`src/rtl/uart_frame_wrapper.sv`:
```
// Frames UART receive bytes into cmd + DATA_BYTES data bytes with an inter-byte timeout,
// and serialises a RESP_BYTES-wide response MSB byte first. Optional macro: CHECKSUM_EN.
module uart_frame_wrapper #(
    parameter int unsigned DATA_BYTES  = 2,
    parameter int unsigned RESP_BYTES  = 1,
    parameter int unsigned TIMEOUT_CYC = 65535
) (
    input  logic                    clk,
    input  logic                    rst,
    input  logic [7:0]              rx_data,
    input  logic                    rx_rdy,
    output logic                    clr_rx_rdy,
    output logic [7:0]              tx_data,
    output logic                    trmt,
    input  logic                    tx_done,
    output logic [7:0]              cmd,
    output logic [8*DATA_BYTES-1:0] data,
    output logic                    cmd_rdy,
    input  logic                    clr_cmd_rdy,
    output logic                    frame_err,
    input  logic [8*RESP_BYTES-1:0] resp,
    input  logic                    send_resp,
    output logic                    resp_busy,
    output logic                    resp_sent
);

    localparam int unsigned DW    = 8 * DATA_BYTES;
    localparam int unsigned RW    = 8 * RESP_BYTES;
    localparam int unsigned IDX_W = $clog2(DATA_BYTES + 1);
    localparam int unsigned TMR_W = $clog2(TIMEOUT_CYC + 1);
    localparam int unsigned CNT_W = $clog2(RESP_BYTES + 1);

`ifdef CHECKSUM_EN
    typedef enum logic [1:0] {
        RX_WAIT_CMD = 2'd0,
        RX_GET_DATA = 2'd1,
        RX_GET_CHK  = 2'd2
    } rx_state_t;
`else
    typedef enum logic [0:0] {
        RX_WAIT_CMD = 1'b0,
        RX_GET_DATA = 1'b1
    } rx_state_t;
`endif

    typedef enum logic [1:0] {
        TX_IDLE      = 2'd0,
        TX_START     = 2'd1,
        TX_WAIT_DONE = 2'd2
    } tx_state_t;

    rx_state_t        rx_state;
    rx_state_t        rx_next;
    logic [IDX_W-1:0] idx;
    logic [TMR_W-1:0] tmr;
    logic             in_frame;
    logic             timeout;
    logic             store_cmd;
    logic             store_data;
    logic             set_rdy;
    logic             drop;
`ifdef CHECKSUM_EN
    logic [7:0]       chk_sum;
`endif

    tx_state_t        tx_state;
    tx_state_t        tx_next;
    logic [RW-1:0]    shreg;
    logic [RW-1:0]    sh_next;
    logic [CNT_W-1:0] cnt;
    logic             load;
    logic             advance;

    // Every presented byte is consumed in the cycle it appears.
    assign clr_rx_rdy = rx_rdy;

    assign in_frame = (rx_state != RX_WAIT_CMD);
    assign timeout  = in_frame && !rx_rdy && (tmr == TMR_W'(TIMEOUT_CYC - 1));

    always_ff @(posedge clk) begin
        if (rst) begin
            rx_state <= RX_WAIT_CMD;
        end else begin
            rx_state <= rx_next;
        end
    end

    // Receive next-state and datapath strobes.
    always_comb begin
        rx_next    = rx_state;
        store_cmd  = 1'b0;
        store_data = 1'b0;
        set_rdy    = 1'b0;
        drop       = 1'b0;
        case (rx_state)
            RX_WAIT_CMD: begin
                if (rx_rdy) begin
                    store_cmd = 1'b1;
                    rx_next   = RX_GET_DATA;
                end
            end
            RX_GET_DATA: begin
                if (rx_rdy) begin
                    store_data = 1'b1;
                    if (idx == IDX_W'(DATA_BYTES - 1)) begin
`ifdef CHECKSUM_EN
                        rx_next = RX_GET_CHK;
`else
                        set_rdy = 1'b1;
                        rx_next = RX_WAIT_CMD;
`endif
                    end
                end else if (timeout) begin
                    drop    = 1'b1;
                    rx_next = RX_WAIT_CMD;
                end
            end
`ifdef CHECKSUM_EN
            RX_GET_CHK: begin
                if (rx_rdy) begin
                    if (rx_data == ~chk_sum) begin
                        set_rdy = 1'b1;
                    end else begin
                        drop = 1'b1;
                    end
                    rx_next = RX_WAIT_CMD;
                end else if (timeout) begin
                    drop    = 1'b1;
                    rx_next = RX_WAIT_CMD;
                end
            end
`endif
            default: begin
                rx_next = RX_WAIT_CMD;
            end
        endcase
    end

    always_ff @(posedge clk) begin
        if (rst) begin
            cmd       <= 8'd0;
            data      <= '0;
            idx       <= '0;
            tmr       <= '0;
            cmd_rdy   <= 1'b0;
            frame_err <= 1'b0;
        end else begin
            if (store_cmd) begin
                cmd <= rx_data;
                idx <= '0;
            end
            if (store_data) begin
                idx <= idx + IDX_W'(1);
            end
            // Slot 0 occupies the top byte of data.
            for (int unsigned i = 0; i < DATA_BYTES; i++) begin
                if (store_data && (idx == IDX_W'(i))) begin
                    data[DW-1-8*i -: 8] <= rx_data;
                end
            end
            if (!in_frame || rx_rdy || timeout) begin
                tmr <= '0;
            end else begin
                tmr <= tmr + TMR_W'(1);
            end
            if (set_rdy) begin
                cmd_rdy <= 1'b1;
            end else if (store_cmd || clr_cmd_rdy) begin
                cmd_rdy <= 1'b0;
            end
            frame_err <= drop;
        end
    end

`ifdef CHECKSUM_EN
    always_ff @(posedge clk) begin
        if (rst) begin
            chk_sum <= 8'd0;
        end else if (store_cmd) begin
            chk_sum <= rx_data;
        end else if (store_data) begin
            chk_sum <= chk_sum + rx_data;
        end
    end
`endif

    always_ff @(posedge clk) begin
        if (rst) begin
            tx_state <= TX_IDLE;
        end else begin
            tx_state <= tx_next;
        end
    end

    // Transmit next-state and shift strobes.
    always_comb begin
        tx_next = tx_state;
        load    = 1'b0;
        advance = 1'b0;
        case (tx_state)
            TX_IDLE: begin
                if (send_resp) begin
                    load    = 1'b1;
                    tx_next = TX_START;
                end
            end
            TX_START: begin
                tx_next = TX_WAIT_DONE;
            end
            TX_WAIT_DONE: begin
                if (tx_done) begin
                    advance = 1'b1;
                    tx_next = (cnt == CNT_W'(1)) ? TX_IDLE : TX_START;
                end
            end
            default: begin
                tx_next = TX_IDLE;
            end
        endcase
    end

    assign sh_next = shreg << 8;

    // trmt and tx_data are set on the edge entering START so they are valid during it.
    always_ff @(posedge clk) begin
        if (rst) begin
            shreg     <= '0;
            cnt       <= '0;
            tx_data   <= 8'd0;
            trmt      <= 1'b0;
            resp_busy <= 1'b0;
            resp_sent <= 1'b0;
        end else begin
            trmt      <= load || (advance && (cnt != CNT_W'(1)));
            resp_sent <= advance && (cnt == CNT_W'(1));
            resp_busy <= (tx_next != TX_IDLE);
            if (load) begin
                shreg   <= resp;
                cnt     <= CNT_W'(RESP_BYTES);
                tx_data <= resp[RW-1 -: 8];
            end else if (advance) begin
                shreg <= sh_next;
                cnt   <= cnt - CNT_W'(1);
                if (cnt != CNT_W'(1)) begin
                    tx_data <= sh_next[RW-1 -: 8];
                end
            end
        end
    end

endmodule

```
`config.mk`:
```
export PLATFORM = sky130hd
export DESIGN_NAME = uart_frame_wrapper
export DESIGN_NICKNAME = d
export VERILOG_FILES = /design/src/rtl/uart_frame_wrapper.sv
export SDC_FILE = /design/constraint.sdc
export NUM_CORES = 1
export LEC_CHECK = 0
export BUFFER_PORTS_ARGS = -buffer_cell sky130_fd_sc_hd__clkbuf_2
export CORE_UTILIZATION = 45
export CTS_CLUSTER_DIAMETER = 60
export DETAILED_ROUTE_END_ITERATION = 10
export GPL_TIMING_DRIVEN = 0
export PLACE_DENSITY_LB_ADDON = 0.05
export SYNTH_ARGS = -nofsm -noshare
export SYNTH_HDL_FRONTEND = slang
export SYNTH_SLANG_ARGS = --single-unit
export TNS_END_PERCENT = 1
```
`constraint.sdc`:
```
create_clock -name clk -period 2.1 [get_ports clk]
set_clock_uncertainty 0.1 [all_clocks]
set_input_delay 0.525 -clock clk [delete_from_list [all_inputs] [get_ports clk]]
set_output_delay 0.525 -clock clk [all_outputs]
set_load 0.01 [all_outputs]
```
==> impl_results.md <==
- Status: complete, no violations
- Slew HR: between 60 and 70%
- WS Path Type: reg -> reg
- Worst Hold Class: in -> reg
- Antenna Nets Post-Route: 0
- Synth area leaders: dfxtp_1 (52%), nor2_1 (6.9%), nand2_1 (6.4%)
- Area leader, netlist: dfxtp_1
- Max VDD drop: ~0.00052 V
- Die Height: ~73 um
- Actual slew at the worst max-slew pin: approximately 0.57 ns
- Vias in the first global route: 1681
- Peak Freq: around 570 MHz
- Setup TNS Final: 0 ns
- Nets: roughly 350
- EDFF count, synth: 0
- Setup violations, final: 0
- Drt first pass iters: 4
- Final max-slew violation count: 0
- DR vias: 1975
- CTS H-Tree Depth: 3
- Largest net degree at the start of global routing: 11
- Main combinational cell family by area after synthesis: simple AND/OR/NAND/NOR gates
- Sw Share: approximately a fifth
- CTS clk-pin slew, worst paths: approximately 0.070 ns
- Clk buf depth: 2
- Crit path DAT: 1.87 ns
- Int Pwr: roughly 0.0022 W
- CTS tree: done
- GPL Wtd Cong: between 0.7 and 0.8
- ANT cells: 0
- Cells after synthesis: approximately 260
- Critical Path Start Type: flip-flop
- Rows: 25
- Final Hold Fails: 0
- Grt ovf: 0
- Port buffer count: a little under 60
- Adder-cell share of the synthesized area: 2.20%
- Compound-cell area share of the yosys netlist: 9.28%
- Clock power frac: 50.4%
- Routed WL: ~4700 um
- # DRC: 0
- #FFs+latches synth: a little under 60
- Worst skew pair latency: approximately 0.33 ns
- Ys async rst share: 0%
- Unique masters post-synth: 34
- Mapped Area: roughly 2300 um^2
- Minimum clock period: 1.75 ns
- Critical Path RT: approximately 2.2 ns
- Sink Count: just under 60
- Synth Area in Simple Gates: between 20% and 30%
- Die Wd: about 73 um
- Total GRT Usage: a little under a fifth
- Post-synthesis xor/xnor area fraction: roughly 4.6%
- Mean Syn Cell Area: between 8 and 9 um^2
- Antenna violations before repair: 0
- Crit path capture type: flip-flop
- CP Cell Sequence: and4_1, nand4_1, o21ai_2, buf_6, nor2_1
- Power per Cell Area: ~950 nW/um^2
- CP Max Fanout: 10
- Slowest CP cell: dfxtp_1
- Leak: approximately 1.2 nW
- Syn-to-layout area delta: 28.5%
- CTS resizes: 0
- Post-CTS setup buffers: 0
- Unrepaired setup endpoints after global routing: no
- Cts bufs inserted: 9
- Largest stage delay, worst path: approximately 0.43 ns
- Initial drt markers: 63
- CTS Hold Bufs: 0
- Combinational Power Share: between 7 and 8%
- Period utilization: a little over four fifths
- Synth Flop Type: dfxtp_1
- # Max-Cap Violations: 0
- Post-synthesis mux area share: roughly 4.4%
- Vias/cell: about 4.9
- Full die area: between 5000 and 6000 um^2
- Clock root buffer: clkbuf_8
- First-pass GRT wire length: 7530 um
- Number of synthesis warnings: 0
- Net switching power: ~0.00056 W
- Initial Util: between 40% and 50%
- Fraction of layout cells with a size suffix above 1: 23.7%
- Sequential Power Share: a little over two fifths
- Area share of the largest cell type after synthesis: between 50% and 60%
- Sequential area share after synthesis: 51.8%
- Worst hold slack: around 0.34 ns
- Core area: roughly 4800 um^2
- Average wire per standard cell: roughly 12 um
- # IOs: 60
- Syn Nets: approximately 290
- HPWL after detailed placement: around 3200 um
layout by cell type (no fill, tap or decap), drive strengths merged, types with 2 or more instances in the layout:
master,instances
xnor2,7
nand3,9
nand3b,3
nand2b,4
bufinv,4
nor4,2
clkbuf,81
inv,4
o21ai,4
dfxtp,59
a22oi,8
nor2,42
buf,3
a21oi,21
ha,4
nor3,3
or3,2
and3,3
nand2,39
xor2,5
nand4,7
mux2i,9
cell type report:
cell class | instances | area [um^2]
plain buffers | 14 | 65.1
clock buffers | 12 | 155
clock inverters | 4 | 120
fillers | 453 | 1860
inverters | 4 | 15.0
multi-input cells | 182 | 1020
flip-flops and latches | 59 | 1180
well taps | 67 | 83.8
repair buffers | 58 | 290
synth_stat cells, drive strengths merged, types with 4 or more instances:
library cell / number
nor2: 42
o21ai: 4
a21oi: 21
a22oi: 8
dfxtp: 59
inv: 4
clkbuf: 11
ha: 4
nand2b: 4
xnor2: 7
nand4: 7
nand3: 9
mux2i: 9
xor2: 5
nand2: 39
sequential cells by signal, summed over array words and instances (netlist names):
| signal | count |
|---|---|
| data | 16 |
| tmr | 16 |
| cmd | 8 |
| tx_data | 8 |
| idx | 2 |
| tx_state | 2 |
| cmd_rdy | 1 |
| cnt | 1 |
| frame_err | 1 |
| in_frame | 1 |
| resp_busy | 1 |
| resp_sent | 1 |
| trmt | 1 |
kinds of logic after synthesis:
| kind of cell | Yosys count |
|---|---|
| mux | 10 |
| compound gates | 36 |
| xor+xnor | 12 |
| buf+inv | 18 |
| simple gates | 120 |
| flops | 59 |
| fa+ha+maj | 4 |
path summary, 6_finish.rpt:
kind,cells after the start,slack (ns),startpoint,endpoint
worst max register to register,5,0.35,tmr[8],tmr[6]
worst max-delay path,5,0.35,tmr[8],tmr[6]
worst min register to register,2,0.35,cmd[7],cmd[7]
worst min-delay path,3,0.34,rx_data[7],data[7]
metrics by stage:
| step | setup slack, ns | cells | power (W) | cell area [um^2] | util (%) |
|---|---|---|---|---|---|
| 3_3_place_gp | 0.0947 | 384 | 0.00140 | 2650 | 55.4 |
| 5_1_grt | 0.216 | 400 | 0.00288 | 2930 | 61.2 |
| 3_5_place_dp | 0.0824 | 384 | 0.00140 | 2650 | 55.4 |
| 2_1_floorplan | 0.495 | 259 | 0.00132 | 2280 | - |
| 6_report | 0.349 | 400 | 0.00278 | 2930 | 61.2 |
| 4_1_cts | 0.340 | 400 | 0.00281 | 2930 | 61.2 |
critical path, delay by kind of cell, from the launching register on:
kind / cells / cell delay, ns
and+or+nand+nor: 3 / 0.50
buffers and inverters: 1 / 0.20
AOI/OAI and AO/OA: 1 / 0.40
DFF: 1 / 0.43
power groups by stage:
stage	logic [W]	clock network, W	registers [W]
after floorplan	0.000106	0	0.00122
after global placement	0.000200	0	0.00120
after detailed placement	0.000201	0	0.00120
after CTS	0.000202	0.00143	0.00118
after global routing	0.000227	0.00147	0.00118
final	0.000199	0.00140	0.00118
routing by layer:
metal,vias up,track usage [%],share of wire (%)
li1,1011,-,-
met1,895,24.8,50
met2,60,28.1,42
met3,9,4.70,5.8
met4,0,12.4,2.1
met5,-,0,0
Note: power is estimated with default switching activity, not from simulation.
